[config.mk]
export PLATFORM = sky130hd
export DESIGN_NAME = countdown_timer_ctrl_flat
export DESIGN_NICKNAME = d
export VERILOG_FILES = /design/src/rtl/countdown_timer_ctrl_if.sv /design/src/rtl/countdown_timer_ctrl.sv /design/src/flat_wrapper.sv
export SDC_FILE = /design/constraint.sdc
export NUM_CORES = 1
export LEC_CHECK = 0
export ABC_AREA = 1
export CORE_MARGIN = 3
export CORE_UTILIZATION = 54
export CTS_BUF_LIST = sky130_fd_sc_hd__clkbuf_4
export CTS_CLUSTER_DIAMETER = 200
export CTS_CLUSTER_SIZE = 12
export DETAILED_ROUTE_END_ITERATION = 16
export PLACE_DENSITY = 0.79
export SETUP_SLACK_MARGIN = 0.05
export SLEW_MARGIN = 25
export SYNTH_ARGS = -nofsm -noshare
export SYNTH_HDL_FRONTEND = slang
export SYNTH_SLANG_ARGS = --single-unit
[constraint.sdc]
create_clock -name CLOCK_50 -period 1.93 [get_ports CLOCK_50]
set_input_delay 0.193 -clock CLOCK_50 [delete_from_list [all_inputs] [get_ports CLOCK_50]]
set_output_delay 0.193 -clock CLOCK_50 [all_outputs]
set_load 0.02 [all_outputs]
[src/rtl/countdown_timer_ctrl_if.sv]
// Board-facing signals of the mm:ss kitchen timer.
// master drives switches/keys (board or bench), slave is the timer controller.
interface countdown_timer_ctrl_if #(
    parameter int LED_WIDTH = 10
);
    logic [7:0]           SW;
    logic [1:0]           KEY;
    logic [LED_WIDTH-1:0] LEDR;
    logic [6:0]           HEX0, HEX1, HEX2, HEX3;
    logic [2:0]           state;

    modport master (output SW, KEY, input LEDR, HEX0, HEX1, HEX2, HEX3, state);
    modport slave  (input SW, KEY, output LEDR, HEX0, HEX1, HEX2, HEX3, state);
endinterface

[src/rtl/countdown_timer_ctrl.sv]
// mm:ss countdown timer controller: key sync/edge detect, BCD preset with
// clamping, 1 Hz countdown, 7-seg display and LEDR flash on expiry.
// Optional macro TIMER_STATUS_LEDR_EN: outside FLASH, LEDR shows the state
// code on [2:0] and a one-cycle tick marker on the top bit.
module countdown_timer_ctrl #(
    parameter int CLK_HZ      = 50_000_000,
    parameter int FLASH_DIV   = 12_500_000,
    parameter int LED_WIDTH   = 10,
    parameter int SYNC_STAGES = 2
) (
    input  logic                         CLOCK_50,
    input  logic                         reset,
    countdown_timer_ctrl_if.slave        io
);
    typedef enum logic [2:0] {
        IDLE    = 3'd0,
        SET_SEC = 3'd1,
        SET_MIN = 3'd2,
        STOPPED = 3'd3,
        RUNNING = 3'd4,
        FLASH   = 3'd5
    } state_t;

    localparam int PW = $clog2(CLK_HZ + 1);
    localparam int FW = $clog2(FLASH_DIV + 1);
    localparam logic [PW-1:0] PRE_LAST = PW'(CLK_HZ - 1);
    localparam logic [FW-1:0] FL_LAST  = FW'(FLASH_DIV - 1);

    state_t                       state_q;
    logic [15:0]                  tm_q;      // {mm tens, mm ones, ss tens, ss ones}
    logic [15:0]                  tm_dec;
    logic [PW-1:0]                pre_q;
    logic [FW-1:0]                fdiv_q;
    logic [LED_WIDTH-1:0]         flash_q;
    logic [1:0][SYNC_STAGES-1:0]  key_sync;
    logic [1:0]                   key_prev;
    logic                         set_p, tog_p;
    logic [LED_WIDTH-1:0]         led;
`ifdef TIMER_STATUS_LEDR_EN
    logic                         tick_q;
`endif

    function automatic logic [7:0] clamp_bcd(input logic [7:0] sw);
        logic [3:0] t, o;
        t = (sw[7:4] > 4'd5) ? 4'd5 : sw[7:4];
        o = (sw[3:0] > 4'd9) ? 4'd9 : sw[3:0];
        return {t, o};
    endfunction

    function automatic logic [6:0] seg7(input logic [3:0] d);
        case (d)
            4'd0:    return 7'h40;
            4'd1:    return 7'h79;
            4'd2:    return 7'h24;
            4'd3:    return 7'h30;
            4'd4:    return 7'h19;
            4'd5:    return 7'h12;
            4'd6:    return 7'h02;
            4'd7:    return 7'h78;
            4'd8:    return 7'h00;
            default: return 7'h10;
        endcase
    endfunction

    // Key synchronisers (idle high) plus previous sample for falling-edge detect.
    always_ff @(posedge CLOCK_50) begin
        if (reset) begin
            key_sync <= '1;
            key_prev <= '1;
        end else begin
            for (int k = 0; k < 2; k++) begin
                key_sync[k] <= {key_sync[k][SYNC_STAGES-2:0], io.KEY[k]};
                key_prev[k] <= key_sync[k][SYNC_STAGES-1];
            end
        end
    end

    // A press is a released->pressed transition at the synchroniser output.
    assign set_p = key_prev[0] & ~key_sync[0][SYNC_STAGES-1];
    assign tog_p = key_prev[1] & ~key_sync[1][SYNC_STAGES-1];

    // BCD borrow chain for one-second decrement; only used while time is non-zero.
    always_comb begin
        tm_dec = tm_q;
        if (tm_q[3:0] != 4'd0) begin
            tm_dec[3:0] = tm_q[3:0] - 4'd1;
        end else begin
            tm_dec[3:0] = 4'd9;
            if (tm_q[7:4] != 4'd0) begin
                tm_dec[7:4] = tm_q[7:4] - 4'd1;
            end else begin
                tm_dec[7:4] = 4'd5;
                if (tm_q[11:8] != 4'd0) begin
                    tm_dec[11:8] = tm_q[11:8] - 4'd1;
                end else begin
                    tm_dec[11:8]  = 4'd9;
                    tm_dec[15:12] = tm_q[15:12] - 4'd1;
                end
            end
        end
    end

    // Main controller: state, time digits, prescaler and flash divider.
    always_ff @(posedge CLOCK_50) begin
        if (reset) begin
            state_q <= IDLE;
            tm_q    <= '0;
            pre_q   <= '0;
            fdiv_q  <= '0;
            flash_q <= '0;
`ifdef TIMER_STATUS_LEDR_EN
            tick_q  <= 1'b0;
`endif
        end else begin
`ifdef TIMER_STATUS_LEDR_EN
            tick_q <= 1'b0;
`endif
            case (state_q)
                IDLE: state_q <= SET_SEC;
                SET_SEC: if (set_p) begin
                    tm_q[7:0] <= clamp_bcd(io.SW);
                    state_q   <= SET_MIN;
                end
                SET_MIN: if (set_p) begin
                    tm_q[15:8] <= clamp_bcd(io.SW);
                    state_q    <= STOPPED;
                end
                STOPPED: begin
                    if (set_p)                       state_q <= SET_SEC;
                    else if (tog_p && tm_q != 16'd0) state_q <= RUNNING;
                end
                RUNNING: begin
                    // Stopping holds the prescaler so a restart resumes mid-second.
                    if (tog_p) begin
                        state_q <= STOPPED;
                    end else if (pre_q == PRE_LAST) begin
                        pre_q <= '0;
                        tm_q  <= tm_dec;
`ifdef TIMER_STATUS_LEDR_EN
                        tick_q <= 1'b1;
`endif
                        if (tm_dec == 16'd0) state_q <= FLASH;
                    end else begin
                        pre_q <= pre_q + 1'b1;
                    end
                end
                FLASH: begin
                    if (set_p || tog_p) begin
                        state_q <= SET_SEC;
                        fdiv_q  <= '0;
                        flash_q <= '0;
                    end else if (fdiv_q == FL_LAST) begin
                        fdiv_q  <= '0;
                        flash_q <= ~flash_q;
                    end else begin
                        fdiv_q <= fdiv_q + 1'b1;
                    end
                end
                default: state_q <= IDLE;
            endcase
        end
    end

    // LEDR: flash pattern in FLASH (flash_q is zero everywhere else).
`ifdef TIMER_STATUS_LEDR_EN
    always_comb begin
        led = flash_q;
        if (state_q != FLASH) begin
            led                = '0;
            led[2:0]           = state_q;
            led[LED_WIDTH-1]   = tick_q;
        end
    end
`else
    assign led = flash_q;
`endif

    assign io.LEDR  = led;
    assign io.state = state_q;
    assign io.HEX0  = seg7(tm_q[3:0]);
    assign io.HEX1  = seg7(tm_q[7:4]);
    assign io.HEX2  = seg7(tm_q[11:8]);
    assign io.HEX3  = seg7(tm_q[15:12]);

endmodule

[src/flat_wrapper.sv]
// flat-port wrapper written by rule: the top's interface ports become plain ports
module countdown_timer_ctrl_flat 
#(
    parameter int CLK_HZ      = 50_000_000,
    parameter int FLASH_DIV   = 12_500_000,
    parameter int LED_WIDTH   = 10,
    parameter int SYNC_STAGES = 2
)
  (CLOCK_50, reset, io_SW, io_KEY, io_LEDR, io_HEX0, io_HEX1, io_HEX2, io_HEX3, io_state);
  countdown_timer_ctrl_if #(.LED_WIDTH(LED_WIDTH)) io_i ();
  input  logic CLOCK_50;
  input  logic reset;
  input wire logic [$bits(io_i.SW)-1:0] io_SW;
  input wire logic [$bits(io_i.KEY)-1:0] io_KEY;
  output wire logic [$bits(io_i.LEDR)-1:0] io_LEDR;
  output wire logic [$bits(io_i.HEX0)-1:0] io_HEX0;
  output wire logic [$bits(io_i.HEX1)-1:0] io_HEX1;
  output wire logic [$bits(io_i.HEX2)-1:0] io_HEX2;
  output wire logic [$bits(io_i.HEX3)-1:0] io_HEX3;
  output wire logic [$bits(io_i.state)-1:0] io_state;
  assign io_i.SW = io_SW;
  assign io_i.KEY = io_KEY;
  assign io_LEDR = io_i.LEDR;
  assign io_HEX0 = io_i.HEX0;
  assign io_HEX1 = io_i.HEX1;
  assign io_HEX2 = io_i.HEX2;
  assign io_HEX3 = io_i.HEX3;
  assign io_state = io_i.state;
  countdown_timer_ctrl #(.CLK_HZ(CLK_HZ), .FLASH_DIV(FLASH_DIV), .LED_WIDTH(LED_WIDTH), .SYNC_STAGES(SYNC_STAGES)) u_core (.CLOCK_50(CLOCK_50), .reset(reset), .io(io_i));
endmodule
Yosys cells after proc, flatten, opt, wreduce, memory -nomap -nowiden. Memory sizes are Yosys's and may differ from the RTL's. A register that Yosys moved wholly into a read port is not among the register bits. Cells that the tools add are included.

Input bits: 12. Logic and storage cells: 93. Flip-flop bits (word level): 85. Output and inout bits: 41. Memories kept: 4. Bits in read-only memories: 448.

Memories: (name not given) (depth 16, width 7, read ports 1, clocked after Yosys merged registers in 1, write ports 0, RTL line countdown_timer_ctrl.sv:51) `case (d)`; (name not given) (depth 16, width 7, read ports 1, clocked after Yosys merged registers in 1, write ports 0, RTL line countdown_timer_ctrl.sv:51); (name not given) (depth 16, width 7, read ports 1, clocked after Yosys merged registers in 1, write ports 0, RTL line countdown_timer_ctrl.sv:51); (name not given) (depth 16, width 7, read ports 1, clocked after Yosys merged registers in 1, write ports 0, RTL line countdown_timer_ctrl.sv:51).

Reduce and logical (&&, ||, !) cells: 16. Magnitude comparators: 2. Multiplexer cells: 35. $add $sub $neg: 6. Bitwise operators: 6. Eq/ne operators: 15.

Operators with widths (number): two-way mux 4 bit (14); two-way mux 24 bit (2); two-way mux 16 bit (2); case mux 8 bit (2 select lines) (2); adder 26 x 1 -> 26 bit (second input constant) (1); == test 26 bit (second input constant) (1); two-way mux 26 bit (1); adder 24 x 1 -> 24 bit (second input constant) (1); == test 24 bit (second input constant) (1); two-way mux 3 bit (8); two-way mux 10 bit (2); case mux 3 bit (6 select lines) (1); logical NOT 16 bit (1); two-way mux 8 bit (2); nonzero test 16 bit (1); subtractor 4 x 1 -> 4 bit (second input constant) (4); two-way mux 12 bit (1); nonzero test 4 bit (3); NOT 10 bit (1); != test 3 x 1 -> 1 bit (second input constant) (3); != test 2 x 1 -> 1 bit (second input constant) (4); AND reduction 4 bit (2); == test 3 x 2 -> 1 bit (second input constant) (2); == test 3 bit (second input constant) (2); other kinds (12) (18).

Longest topological paths before layout.
Depth in word-level cells: 9. Gate-level depth with buffers: 17. Gate-level depth less buffers: 17.

Worst setup path after synthesis. No wires, ideal clock.

Kind: register to register. Start: register u_core.state_q[0], in the netlist u_core.io.state[0]. End: register, netlist name u_core.io.HEX1[5]. Buffers on the path: 0. Clock period less this slack: 2.151 ns. Library setup time: 0.120 ns. Required time: 1.810 ns. Stages on the path, launching flop included: 12. Data arrival time: 2.030 ns. Setup slack: -0.221 ns. Cell sequence: dfxtp_1 -> inv_2 -> nor3_2 -> nand2_1 -> o21ai_4 -> nand3b_4 -> nand2_1 -> nand3_1 -> inv_1 -> ha_1 -> o21ai_0 -> nor2_1.

Cells in the longest elaborated chain, start to end: 5. Elaborated cells on any way between the ends: 10. Classes of those cells: eq/ne (5); mux (3); reduce/logical (2).

Ends and longest elaborated chain: start, declared (RTL line countdown_timer_ctrl.sv:29) `state_t state_q;`; start signal, assigned (RTL line countdown_timer_ctrl.sv:106) `state_q <= IDLE;`; start signal, assigned (RTL line countdown_timer_ctrl.sv:119) `IDLE: state_q <= SET_SEC;`; start signal, assigned (RTL line countdown_timer_ctrl.sv:122) `state_q <= SET_MIN;`; == test 3 bit or == test 3 x 1 -> 1 bit (tied branches) (RTL line countdown_timer_ctrl.sv:118) `case (state_q)`; != test 2 bit (no source line) (tied with other cells); AND reduction 4 bit (no source line); two-way mux 4 bit (no source line) * (2 in series).

Every way passes the cells marked *; elsewhere a longest branch is shown, timed or not. A chain may end at the register's enable or synchronous reset.

Worst setup path in the final report.
Start: register u_core.pre_q[16]. End: register, netlist name u_core.io.HEX3[0].

Cells in the longest elaborated chain, start to end: 5.

Ends and longest elaborated chain: start, declared (RTL line countdown_timer_ctrl.sv:32) `logic [PW-1:0] pre_q;`; start signal, assigned (RTL line countdown_timer_ctrl.sv:144) `pre_q <= pre_q + 1'b1;`; == test 26 bit (RTL line countdown_timer_ctrl.sv:136) `end else if (pre_q == PRE_LAST) begin`; != test 2 x 1 -> 1 bit (no source line); AND reduction 4 bit (no source line); two-way mux 4 bit (no source line) (2 in series).

No other way between the ends.

==> out/results.ini <==
[clock_network]
clk_path_buf_depth=2
numClockSinks=113
path_clk_slew_ns=0.10
cts_tree=built
cts_buffers=17
clk_latency_ns=0.56
cts.hold.buffers_added=0
ctsRootBufferMaster=clkbuf_4
htreeDepth=4

[status]
violations=setup timing
status=finished, violations left

[grt]
grt_pass1_wl_um=25530
grt_use_total_pct=26.41
grt_overflow=0
grt_max_degree=30
use_met2_pct=46.88
grt_pass1_vias=5774
grt_antenna_before_repair=0
use_met3_pct=6.232
grt_util_met1_pct=29.91
top_usage_layer=met2

[run]
drv_cap=0

[routing]
drt-initial-drc-count=576
viasPerCell=5.776
drc=0
wl_per_cell_um=17.55
final_antenna_net_count=0
vias=6463
drt_pass1_iterations=5
totalWireLength_um=19640

[finish]
diodes=0
area.growth.synth_to_final_pct=46.86
num-nets-final=1006
n_fill_cell=526
drive_gt1_share_pct=37.13

[worst_setup_path]
crit_type=reg2reg
start_kind=flop
rr_startpoint=u_core.pre_q[16]
timing.rr.end=u_core.io.HEX3[0]
reg2reg_slack_ns=-0.34
rr_worst_depth=14
crit_arrival_ns=2.72
end_kind=flop
critPathRequiredTime_ns=2.38
crit_path_max_fanout=7

[logic_synthesis]
synth_area_mm2=0.005842
synth_edf_count=0
synth_most_common_cell=nand2_1
synth_flop_cell=dfxtp_1
yosys_warnings=0
avgSynthCellArea_um2=7.423
syn_nets=823
netlist_instances=787
yosysSeqAreaShare_pct=38.72
async_flop_share_pct=0
ys_seq_elements=113
netlist_top_cells_count=nand2_1 (173), dfxtp_1 (113), inv_1 (88), nor2_1 (88), a21oi_1 (48)
yosysTopAreaCell=dfxtp_1
yosysTopAreaCellShare_pct=38.72
ys_types=46
synthTopCellsByArea=dfxtp_1 (39%), nand2_1 (11%), inv_1 (5.7%)

[sta]
slew_headroom_pct=63.23
drv_slew=0
min_period_ns=2.269
setup_viol=36
fmax_mhz=440.7
worst_slack_ns=-0.3390
skew_ns=0.02378
post-route-period-util_pct=117.6
final_hold_viol_count=0
worst_pin_slew_ns=0.5465
timing.hold.ws_ns=0.2050
rsz0062_at_grt=yes

[placement]
numPortBuffers=52
place_congestion=0.9472
place_hpwl_um=10460

[power_and_ir_drop]
total_power_w=0.01177
vdd_ir_drop_max_mv=1.279
power.density_mw_per_mm2=1372
p_leak_nw=3.730

[floorplanning]
rows=37
pin_count=53
die_w_um=110.0
core_area_mm2=0.01042
dieArea_mm2=0.01210
start_util_pct=56.08
die_h_um=110.0

[hold_path]
hold_path_depth=2
hp-class=in2reg
worstHoldEndpoint=u_core.key_sync[2]
hp-start=io_KEY[1]

## per-stage QoR
stage          setup WS, ns  util, %  instances  setup TNS (ns)  cell area (µm²)
2_1_floorplan      0.009735        -        787               0             5936
3_3_place_gp       -0.08896    68.85       1040          -1.276             7172
3_5_place_dp        -0.2146    68.85       1040          -3.062             7172
4_1_cts             -0.1479    75.32       1086          -2.098             7845
5_1_grt             -0.4500    82.37       1119          -11.36             8579
6_report            -0.3390    82.37       1119          -7.148             8579
## report_power, final
part / switching (W) / total, W / internal [W]
clock network: 0.000937 / 0.00160 / 0.000659
registers: 0.000267 / 0.00301 / 0.00275
logic: 0.00422 / 0.00716 / 0.00294
total: 0.00543 / 0.0118 / 0.00635
## worst max-delay path by stage
stage / startpoint / endpoint / slack (ns) / cells after the start
global route: u_core.tm_q[7] / u_core.io.HEX3[3] / -0.45 / 14
floorplan: u_core.pre_q[1] / u_core.io.HEX2[6] / 0.01 / 13
finish: u_core.pre_q[16] / u_core.io.HEX3[0] / -0.34 / 14
CTS: u_core.pre_q[1] / u_core.io.HEX2[3] / -0.15 / 13
global placement: u_core.pre_q[1] / u_core.io.HEX3[5] / -0.09 / 13
detailed placement: u_core.pre_q[1] / u_core.io.HEX2[3] / -0.21 / 13
## cell type report
class,instances,area [µm²],share of cell area [%]
multi-input combinational,560,3852,44.90
sequential,113,2288,26.67
timing repair buffer,173,1590,18.54
inverter,104,429.2,5.002
tap,136,170.2,1.983
clock buffer,20,150.1,1.750
clock inverter,12,93.84,1.094
timing repair inverter,1,5.005,0.05833
## kinds of logic (layout without fill, tap and decap cells)
kind of cell	count (synthesis)	count (layout)	share of synthesized area, %
AO/OA/AOI/OAI	112	112	10.94
XOR/XNOR	19	19	2.849
adder cells (fa/ha/maj)	24	24	5.140
buffers and inverters	116	310	7.882
flip-flops	113	113	38.72
AND/OR/NAND/NOR	403	405	34.46
## flip-flops by register name (all words and copies together), names as in the netlist, 7 cells and up
name / count
u_core.fdiv_q: 24
u_core.io.HEX0: 7
u_core.io.HEX1: 7
u_core.io.HEX2: 7
u_core.io.HEX3: 7
u_core.io.LEDR: 10
u_core.pre_q: 26
u_core.tm_q: 16
## layer usage
metal  up-vias  part of all wire [%]
met4         0                   5.0
met2       359                    50
met1      3066                    38
met3       106                   7.4
met5         -                     0
li1       2932                     -
## cell usage in the layout, fill, tap and decap left out, types with 6 or more instances in the layout
cell	synthesis	final
a21oi_1	48	41
nand2_4	4	17
nor2_1	88	73
dfxtp_2	0	15
nor3_4	1	6
nor2_4	9	15
nand3_4	2	14
inv_1	88	69
nand2_1	173	137
a21oi_2	0	7
buf_12	0	8
o21ai_0	31	24
buf_6	2	15
clkdlybuf4s50_1	0	50
nand2_2	9	33
inv_4	1	9
nor3_1	23	15
dfxtp_1	113	96
ha_4	0	16
nor2_2	2	11
inv_2	13	22
nor3_2	10	14
buf_4	1	98
o21ai_1	6	10
clkbuf_4	0	20
a31oi_1	7	7
nand3_2	6	6
nand3_1	42	30
a211oi_1	9	6
nand4_1	17	17
xor2_1	14	14
## worst max-delay path, stage by stage, from the launching register on
cell and delay [ns]:
dfxtp_2 0.33, inv_2 0.05, nand2_2 0.04, nor3_2 0.14
nand2_1 0.09, nor2_2 0.13, nand2_2 0.10, nand2_4 0.14
nand3b_4 0.18, buf_4 0.19, buf_4 0.14, a21oi_4 0.24
nand2_2 0.17, nor2_1 0.17, nor2_1 0.07
## timing repair
item                       in CTS  in global routing
setup endpoints to repair      33                 88
gates cloned                    0                  4
pin swaps                      25                 58
resized for setup              77                128
buffers inserted               16                 31
(Power assumes the default switching activity.)
